### config.mk
export PLATFORM = sky130hd
export DESIGN_NAME = imem_loader
export DESIGN_NICKNAME = d
export VERILOG_FILES = /design/src/rtl/imem_loader.sv
export SDC_FILE = /design/constraint.sdc
export NUM_CORES = 1
export LEC_CHECK = 0
export ABC_AREA = 1
export CORE_UTILIZATION = 30
export DETAILED_ROUTE_END_ITERATION = 8
export MAX_ROUTING_LAYER = met4
export SLEW_MARGIN = 40
export SYNTH_ARGS = -nofsm -noshare
export SYNTH_HDL_FRONTEND = slang
export SYNTH_SLANG_ARGS = --single-unit
### constraint.sdc
create_clock -name clk -period 4.7 [get_ports clk]
set_input_delay 0.94 -clock clk [delete_from_list [all_inputs] [get_ports clk]]
set_output_delay 0.94 -clock clk [all_outputs]
set_load 0.005 [all_outputs]
### src/rtl/imem_loader.sv
`default_nettype none
// ============================================================================
// Module      : imem_loader
// Description : Serial boot loader. It receives a framed program image one
//               byte at a time, assembles little-endian 32-bit words and
//               writes them into instruction memory. It checks the frame's
//               XOR checksum and holds the core in reset until the image is
//               verified.
//               Frame layout: 0xA5, LEN_LO, LEN_HI, 4*N data bytes,
//               then one checksum byte.
// Revision    : 1.0 - initial release
// ============================================================================
module imem_loader #(
    parameter int IMEM_WORDS = 64,
    parameter int ADDR_W     = 6
) (
    input  logic              clk,
    input  logic              rst,
    input  logic              byte_valid,
    input  logic [7:0]        byte_data,
    output logic              byte_ready,
    output logic              imem_we,
    output logic [ADDR_W-1:0] imem_addr,
    output logic [31:0]       imem_wdata,
    output logic              core_rst,
    output logic              load_done,
    output logic              load_err
);

    localparam logic [7:0]  c_SYNC    = 8'hA5;
    localparam logic [15:0] c_MAX_LEN = 16'(IMEM_WORDS);

    typedef enum logic [2:0] {
        S_IDLE   = 3'd0,
        S_LEN_LO = 3'd1,
        S_LEN_HI = 3'd2,
        S_DATA   = 3'd3,
        S_CHECK  = 3'd4,
        S_DONE   = 3'd5,
        S_ERROR  = 3'd6
    } state_t;

    state_t      r_state;
    logic [7:0]  r_len_lo;
    logic [15:0] r_len;        // frame length in words
    logic [15:0] r_word_cnt;   // words completed in the current frame
    logic [1:0]  r_byte_idx;   // byte position inside the current word
    logic [23:0] r_word;       // lower three bytes of the word being built
    logic [7:0]  r_csum;       // running XOR of data bytes

    logic        w_accept;
    logic [15:0] w_len;
    logic        w_last_byte;

    assign w_accept    = byte_valid && byte_ready;
    assign w_len       = {byte_data, r_len_lo};
    assign w_last_byte = (r_byte_idx == 2'd3) && ((r_word_cnt + 16'd1) == r_len);

    // Frame-parsing FSM with all outputs registered
    always_ff @(posedge clk or posedge rst) begin
        if (rst) begin
            r_state    <= S_IDLE;
            r_len_lo   <= 8'd0;
            r_len      <= 16'd0;
            r_word_cnt <= 16'd0;
            r_byte_idx <= 2'd0;
            r_word     <= 24'd0;
            r_csum     <= 8'd0;
            byte_ready <= 1'b0;
            imem_we    <= 1'b0;
            imem_addr  <= '0;
            imem_wdata <= 32'd0;
            core_rst   <= 1'b1;
            load_done  <= 1'b0;
            load_err   <= 1'b0;
        end else begin
            // The write strobe lasts one cycle. The loader takes bytes in
            // every state except DONE. The CHECK branch below overrides
            // this default when the frame completes.
            imem_we    <= 1'b0;
            byte_ready <= (r_state != S_DONE);

            if (w_accept) begin
                case (r_state)
                    S_IDLE: begin
                        if (byte_data == c_SYNC) begin
                            r_state    <= S_LEN_LO;
                            r_csum     <= 8'd0;
                            r_word_cnt <= 16'd0;
                            r_byte_idx <= 2'd0;
                        end
                    end
                    S_LEN_LO: begin
                        r_len_lo <= byte_data;
                        r_state  <= S_LEN_HI;
                    end
                    S_LEN_HI: begin
                        r_len <= w_len;
                        if (w_len == 16'd0) begin
                            r_state <= S_CHECK;
                        end else if (w_len > c_MAX_LEN) begin
                            r_state  <= S_ERROR;
                            load_err <= 1'b1;
                        end else begin
                            r_state <= S_DATA;
                        end
                    end
                    S_DATA: begin
                        r_csum     <= r_csum ^ byte_data;
                        r_byte_idx <= r_byte_idx + 2'd1;
                        case (r_byte_idx)
                            2'd0: r_word[7:0]   <= byte_data;
                            2'd1: r_word[15:8]  <= byte_data;
                            2'd2: r_word[23:16] <= byte_data;
                            default: begin
                                imem_we    <= 1'b1;
                                imem_addr  <= r_word_cnt[ADDR_W-1:0];
                                imem_wdata <= {byte_data, r_word};
                                r_word_cnt <= r_word_cnt + 16'd1;
                            end
                        endcase
                        if (w_last_byte) begin
                            r_state <= S_CHECK;
                        end
                    end
                    S_CHECK: begin
                        if (byte_data == r_csum) begin
                            r_state    <= S_DONE;
                            byte_ready <= 1'b0;
                            core_rst   <= 1'b0;
                            load_done  <= 1'b1;
                        end else begin
                            r_state  <= S_ERROR;
                            load_err <= 1'b1;
                        end
                    end
                    S_ERROR: begin
                        // A fresh sync restarts the frame. Words already
                        // written to memory are left untouched.
                        if (byte_data == c_SYNC) begin
                            r_state    <= S_LEN_LO;
                            load_err   <= 1'b0;
                            r_csum     <= 8'd0;
                            r_word_cnt <= 16'd0;
                            r_byte_idx <= 2'd0;
                        end
                    end
                    S_DONE: begin
                        r_state <= S_DONE;
                    end
                    default: begin
                        r_state <= S_IDLE;
                    end
                endcase
            end
        end
    end

endmodule
`default_nettype wire

== Word-level counts from Yosys, hierarchy flattened ==
Cells that the tools add are included.

* Bits of input ports: 11
* Memories kept: 0
* Bits in writable memories: 0
* Output and inout bits: 43
* Word-level logic and storage cells: 85
* Flip-flop bits (word level): 120
* Latch bits: 0
* Bits in read-only memories: 0

* Multiply operators: 0
* Add/subtract/negate cells: 2
* Equal/unequal tests: 20
* Shift operators: 0
* Multiplexer cells: 24
* $lt $le $gt $ge: 1
* Reductions and logical operators: 20
* Divide/modulo/power cells: 0
* Bitwise logic cells: 2

{| class="wikitable"
|+ Operators with widths
! cell !! count
|-
| 16-bit two-way mux || 2
|-
| 16-bit case mux with 2 select lines || 1
|-
| 3-bit AND reduction || 7
|-
| 3-bit case mux with 6 select lines || 1
|-
| 16-bit by 1-bit adder with 16-bit output (second input constant) || 1
|-
| 16-bit == test || 1
|-
| 16-bit by 7-bit greater-than comparator with 1-bit output (second input constant) || 1
|-
| 16-bit logical NOT || 1
|-
| 8-bit case mux with 2 select lines || 1
|-
| 3-bit two-way mux || 4
|-
| 2-bit inequality test (second input constant) || 6
|-
| 1-bit two-way mux || 10
|-
| 3-bit == test (second input constant) || 3
|-
| 8-bit == test || 1
|-
| 8-bit == test (second input constant) || 1
|-
| 8-bit two-way mux || 1
|-
| 8-bit bitwise XOR || 1
|-
| 3-bit by 2-bit == test with 1-bit output (second input constant) || 2
|-
| 6-bit AND reduction || 1
|-
| 2-bit == test (second input constant) || 2
|-
| 2-bit two-way mux || 2
|-
| 2-bit case mux with 2 select lines || 1
|-
| 2-bit AND reduction || 2
|-
| 4-bit AND reduction || 1
|-
| 14 further kinds || 15
|}

== Longest topological paths before layout ==
Gate-level depths: netlist of run 1.

* Depth after elaboration: 5
* Gate-level depth with buffers: 16

== Worst setup path before layout of run 1 ==
No wires, ideal clock.

* Path type: input-to-reg
* Start: input port byte_data[3]
* End: register r_word_cnt[10]
* Library setup time: 0.135 ns
* Data arrival time: 1.986 ns
* Stages on the path: 7
* Slack: 2.580 ns
* Buffers on the path: 1
* Data required time: 4.565 ns
* Cell sequence: inv_1 nand2_1 nor4_2 o21ai_2 nor2_2 buf_2 o22ai_1

* Word-level cells in the longest chain between the ends: 3

{| class="wikitable"
|+ RTL lines
! what !! line !! RTL
|-
| start: declaration || 20 || <nowiki>input logic [7:0] byte_data,</nowiki>
|-
| 8-bit == test || 86, 140 ||
|-
| 2-bit by 1-bit inequality test with 1-bit output (no line) || -- ||
|-
| 4-bit AND reduction (no line) || -- ||
|-
| end signal: assignment || 119 || <nowiki>r_word_cnt <= r_word_cnt + 16'd1;</nowiki>
|-
| end: declaration || 46 || <nowiki>logic [15:0] r_word_cnt;</nowiki>
|}

No other way between the ends.
A chain may end at the register's enable or synchronous reset.

== Final worst setup path of run 1 ==
* Start: input port byte_data[1]
* End: register r_word_cnt[15]

Same word-level chain as after synthesis.

==> results.json, run 1 <==
{
  "fin_nets": 738,
  "p_comb_frac": 0.255,
  "initial_core_util": 0.308,
  "setup_viol": 0,
  "h-tree-depth": 4,
  "grt_pass1_wl_um": 21700,
  "synthFlopType": "dfrtp_1",
  "root_buffer": "clkbuf_16",
  "finalWirelength_um": 13300,
  "ys_ff_latch": 120,
  "io_buffer_count": 53,
  "relSlewSlack": 0.476,
  "ff2ff_path_depth": 16,
  "p_per_area_nw_per_um2": 566,
  "place_congestion": 0.837,
  "rsz0062_at_grt": "false",
  "period_minus_slack_ps": 2870,
  "p_clk_frac": 0.340,
  "hold_viol_final": 0,
  "yosysTopAreaCellShare": 0.536,
  "power.total_mw": 3.92,
  "synth_top_area_cell": "dfrtp_1",
  "syn2layout_area_growth_pct": 24.6,
  "placed_area_um2": 6310,
  "syn-num-nets": 682,
  "final_area_um2": 6920,
  "ys_warn_count": 0,
  "switchingPower_mw": 1.22,
  "drv_cap": 0,
  "synth.distinct_cells": 34,
  "fmax_ghz": 0.349,
  "clk_pin_slew_worst_paths_ps": 50,
  "synth_most_common_cell": "nand2_1",
  "instances_no_fill": 964,
  "skew_ps": 8.83,
  "drc": 0,
  "drive_gt1_frac": 0.0857,
  "die_width_um": 138,
  "drt_iter0_drc": 319,
  "die-area_um2": 19100,
  "synth-edff-count": 0,
  "crit_path_start_kind": "input port",
  "grt_overflow": 0,
  "postCtsSetupBuffers": 0,
  "viasPerCell": 4.72,
  "leakagePower_nw": 3.33,
  "cts.sinks": 120,
  "avgSynthCellArea_um2": 8.34,
  "yosysSeqAreaShare": 0.541,
  "vias": 4548,
  "holdBufCountCts": 0,
  "nFillCells": 1835,
  "cp.arrival_ps": 3120,
  "grt_usage": 0.151,
  "grt_start_max_net_pins": 62,
  "io_pins": 54,
  "layout.area.seq_um2": 3000,
  "drt_first_pass_iters": 5,
  "min_path_type": "reg -> reg",
  "ant_nets": 0,
  "status": "finished, final reports clean",
  "cts_tree": "yes",
  "rows": 49,
  "synth_area_leaders": "dfrtp_1 54%, nand2_1 16%, o21ai_0 5.9%, inv_1 4.0%, nand3_1 4.0%",
  "coreArea_um2": 18000,
  "dpl_worst_slack_ps": 1380,
  "period_share": 0.610,
  "synthCells": 666,
  "routedWlPerCell_um": 13.8,
  "worstPathRequired_ps": 4950,
  "die_h_um": 138,
  "final_max_slew_viol_count": 0,
  "swShare": 0.312,
  "hold_path_depth": 2,
  "cts_buffer_depth": 2,
  "finalSetupTns_ps": 0,
  "hpwl_um": 8990,
  "seqPwrFrac": 0.405,
  "cts_resized": 0,
  "numCtsBuffers": 17,
  "worstPathMaxFanout": 16,
  "synth_common_cells": "239 x nand2_1, 119 x dfrtp_1, 65 x o21ai_0, 59 x inv_1, 44 x nand3_1",
  "multi_input_area_um2": 2220,
  "ys_async_sr_fraction": 1.00,
  "setup_ws_ps": 1830,
  "insertion_delay_ps": 420,
  "vdd_drop_max_mv": 0.214,
  "intPower_mw": 2.70,
  "cp-end-kind": "register",
  "antenna_cells": 0,
  "path_class": "in -> reg",
  "timing_worst_slew_pin_value_ps": 786,
  "dp.cells": 932,
  "netlist_area_um2": 5550,
  "antenna_found_initial": 0,
  "grt_pass1_vias": 4284
}
-- cells in the final DEF (no fill, tap or decap), types with 2 or more instances in the layout --
master	instances
inv_6	2
xor2_1	9
nor2_1	31
nor3_1	4
a21oi_1	5
dfrtp_1	119
nand3_2	2
clkbuf_1	3
o21ai_0	65
clkdlybuf4s50_1	53
buf_4	3
nand2_1	238
o21ai_1	6
nor4_1	2
nand2_2	9
bufinv_16	3
nand4_1	10
nand3b_1	6
ha_1	5
clkbuf_16	17
nor2_4	4
nand2_4	3
nand3_1	44
nor2_2	4
o22ai_1	10
clkbuf_8	4
clkinv_2	4
inv_1	58
-- cell type report --
class,instances,area share
Timing Repair Buffer,56,0.0799
Inverter,62,0.0354
Multi-Input combinational cell,465,0.321
Clock buffer,24,0.0710
Sequential cell,120,0.434
Clock inverter,8,0.0170
Tap cell,229,0.0414
-- kinds of logic after synthesis --
kind of cell,count (synthesis),share of synthesized area
AOI/OAI and AO/OA,90,0.0856
adders and majority gates,5,0.0113
buffers and inverters,81,0.0590
DFF,120,0.541
xor gates and xnor gates,10,0.0182
and+or+nand+nor,360,0.285
-- through the flow --
step | utilization | hold slack (ps)
2_1_floorplan | - | 433
3_3_place_gp | 0.350 | 431
3_5_place_dp | 0.350 | 431
4_1_cts | 0.384 | 439
5_1_grt | 0.384 | 459
6_report | 0.384 | 438
-- sequential cells by signal (all words and copies together), names as in the netlist --
name / flops
r_csum: 8
imem_addr: 6
r_byte_idx: 2
r_word: 24
core_rst: 1
imem_wdata: 32
load_err: 1
load_done: 1
r_word_cnt: 16
r_state: 3
imem_we: 1
r_len_lo: 8
r_len: 16
byte_ready: 1
-- path summary, 6_finish.rpt --
path / from / to / slack, ps
max: byte_data[1] / r_word_cnt[15] / 1830
min: core_rst / core_rst / 440
max reg2reg: r_word_cnt[0] / r_state[1] / 2580
min reg2reg: core_rst / core_rst / 440
max in group asynchronous: rst / imem_wdata[3] / 2870
min in group asynchronous: rst / imem_wdata[30] / 960
-- critical path, cell delays in order --
cell and delay, ps:
clkdlybuf4s50_1 460, inv_1 240, nand2_1 130, nor4_2 430, o21ai_2 130, nor2_2 620
o22ai_1 160
-- metal layers --
metal / vias up / part of all wire / track usage
li1: 2255 / - / -
met5: - / 0 / -
met1: 2202 / 0.48 / 0.192
met3: 16 / 0.030 / 0.0353
met2: 75 / 0.47 / 0.233
met4: 0 / 0.013 / 0.0561
-- power groups by stage --
stage | clock, mW | combinational [mW] | sequential (mW)
floorplan | 0 | 0.666 | 1.55
global placement | 0 | 0.984 | 1.60
detailed placement | 0 | 1.00 | 1.60
CTS | 1.36 | 1.01 | 1.59
global route | 1.40 | 1.15 | 1.63
finish | 1.33 | 0.999 | 1.59
No activity file was read; power rests on OpenSTA's default activity.
==> run 2: changes to the inputs <==
Clock period 4.7 ns to 2.4 ns, I/O delays scaled along.
==> run 2 against run 1 <==
  * Total power increased by 98%
  * Setup slack got worse by 1500 ps
  * Die area unchanged
  * First-iteration DRC count decreased by 2.8%
  * Critical path depth increased by 9
  * Largest power group unchanged
  * Clock power increased by 99%
  * Critical path type is now reg -> reg
  * Clock-buffer cell count decreased by 2
  * Final area increased by 1.4%
  * Highest routed layer unchanged
  * Sequential power increased by 96%
==> results.json, run 2 (same netlist as run 1, synthesis figures left out) <==
{
  "status": "finished, final reports clean",
  "grt_usage": 0.154,
  "final_cell_mix": "239 x nand2_1, 119 x dfrtp_1, 65 x o21ai_0",
  "largest_register_ffs": 32,
  "worstPathMaxFanout": 7,
  "min_from": "core_rst",
  "die_h_um": 138,
  "clk_pin_slew_worst_paths_ps": 50,
  "cts_buffer_depth": 2,
  "coreArea_um2": 18000,
  "finalWirelength_um": 13300,
  "grt_start_max_net_pins": 96,
  "grt_pass1_wl_um": 22300,
  "holdBufCountCts": 0,
  "io_pins": 54,
  "hold-path-endpoint": "core_rst",
  "crit_path_start_kind": "register",
  "reg2reg_from": "r_word_cnt[0]",
  "die-area_um2": 19100,
  "cts_tree": "yes",
  "hold_path_depth": 2,
  "worstPathRequired_ps": 2700,
  "mostFrequentLayoutCell": "nand2_1",
  "grt_pass1_vias": 4347,
  "root_buffer": "clkbuf_16",
  "drc": 0,
  "insertion_delay_ps": 420,
  "finalSetupTns_ps": 0,
  "drt_first_pass_iters": 5,
  "numCtsBuffers": 17,
  "h-tree-depth": 4,
  "cts.sinks": 120,
  "cp.arrival_ps": 2370,
  "die_width_um": 138,
  "place_congestion": 0.848,
  "path_class": "reg -> reg",
  "vias": 4523,
  "timing.rr.end": "r_state[1]",
  "viasPerCell": 4.65,
  "cp-end-kind": "register",
  "final_max_slew_viol_count": 0,
  "rsz0062_at_grt": "false",
  "fin_util": 0.390,
  "skew_ps": 13.3,
  "syn2layout_area_growth_pct": 26.4,
  "setup_viol": 0,
  "period_minus_slack_ps": 2070,
  "drv_cap": 0,
  "initial_core_util": 0.308,
  "drive_gt1_frac": 0.0968,
  "fmax_ghz": 0.484,
  "p_per_area_nw_per_um2": 1110,
  "io_buffer_count": 53,
  "vdd_drop_max_mv": 0.557,
  "hpwl_um": 9020,
  "leakagePower_nw": 3.38,
  "rows": 49,
  "timing_worst_slew_pin_value_ps": 517,
  "routedWlPerCell_um": 13.7,
  "drt_iter0_drc": 310,
  "fin_nets": 748,
  "hold_viol_final": 0,
  "min_path_type": "reg -> reg",
  "ff2ff_path_depth": 16,
  "ant_nets": 0,
  "relSlewSlack": 0.656,
  "r2r_slack_ps": 330,
  "antenna_found_initial": 0,
  "regMostFlops": "imem_wdata",
  "grt_overflow": 0,
  "top_regs": "imem_wdata (32), r_word (24)",
  "period_share": 0.861,
  "antenna_cells": 0,
  "hold_slack_ps": 442
}
run 2: stage by stage:
stage | power [mW] | std cells | setup WS (ps) | area, µm²
finish | 7.77 | 973 | 335 | 7020
global route | 8.28 | 973 | 39.9 | 7020
CTS | 7.85 | 973 | 330 | 7020
detailed placement | 5.16 | 942 | 140 | 6410
global placement | 5.11 | 942 | 146 | 6410
floorplan | 4.35 | 666 | 451 | 5560
run 2: metal layers:
| metal | wire [µm] | up-vias | track usage |
|---|---|---|---|
| li1 | - | 2276 | - |
| met1 | 6400 | 2133 | 0.202 |
| met2 | 6240 | 96 | 0.230 |
| met3 | 473 | 18 | 0.0388 |
| met4 | 195 | 0 | 0.0532 |
| met5 | 0 | - | - |
run 2: cell type report:
| class | count | area, µm² |
|---|---|---|
| fill | 1854 | 11000 |
| tap | 229 | 287 |
| multi-input combinational | 465 | 2220 |
| clock buffer | 22 | 464 |
| sequential | 120 | 3000 |
| inverter | 62 | 241 |
| timing repair buffer | 66 | 653 |
| clock inverter | 9 | 148 |
run 2: worst max-delay path by stage:
stage,startpoint,endpoint,cells after the start
floorplan,rst,byte_ready,1
global placement,byte_data[1],r_byte_idx[1],7
detailed placement,byte_data[1],r_byte_idx[1],7
CTS,r_word_cnt[0],r_state[1],16
global route,r_word_cnt[0],r_state[1],16
finish,r_word_cnt[0],r_state[1],16
run 2: critical path, stage by stage (launching register included):
cell and delay [ps]:
dfrtp_1 440, ha_1 240, nand2_2 110, nor2_4 200
nand2_1 80, nand2_1 70, nand2_1 70, nand2_1 60
nand2_1 40, inv_1 40, nand3_1 80, nor2_1 100
nand3_1 140, nand2_2 120, nand2_2 60, nand2_1 50
nand2_1 50
run 2: timing repair:
action,4_1_cts,5_1_grt
setup buffers,0,0
resized for setup,0,1
endpoints found under the setup margin,0,1
run 2: power by group:
| part | internal (mW) | total, mW | switching [mW] |
|---|---|---|---|
| combinational | 0.923 | 2.01 | 1.08 |
| clock | 1.78 | 2.65 | 0.875 |
| sequential | 2.66 | 3.11 | 0.447 |
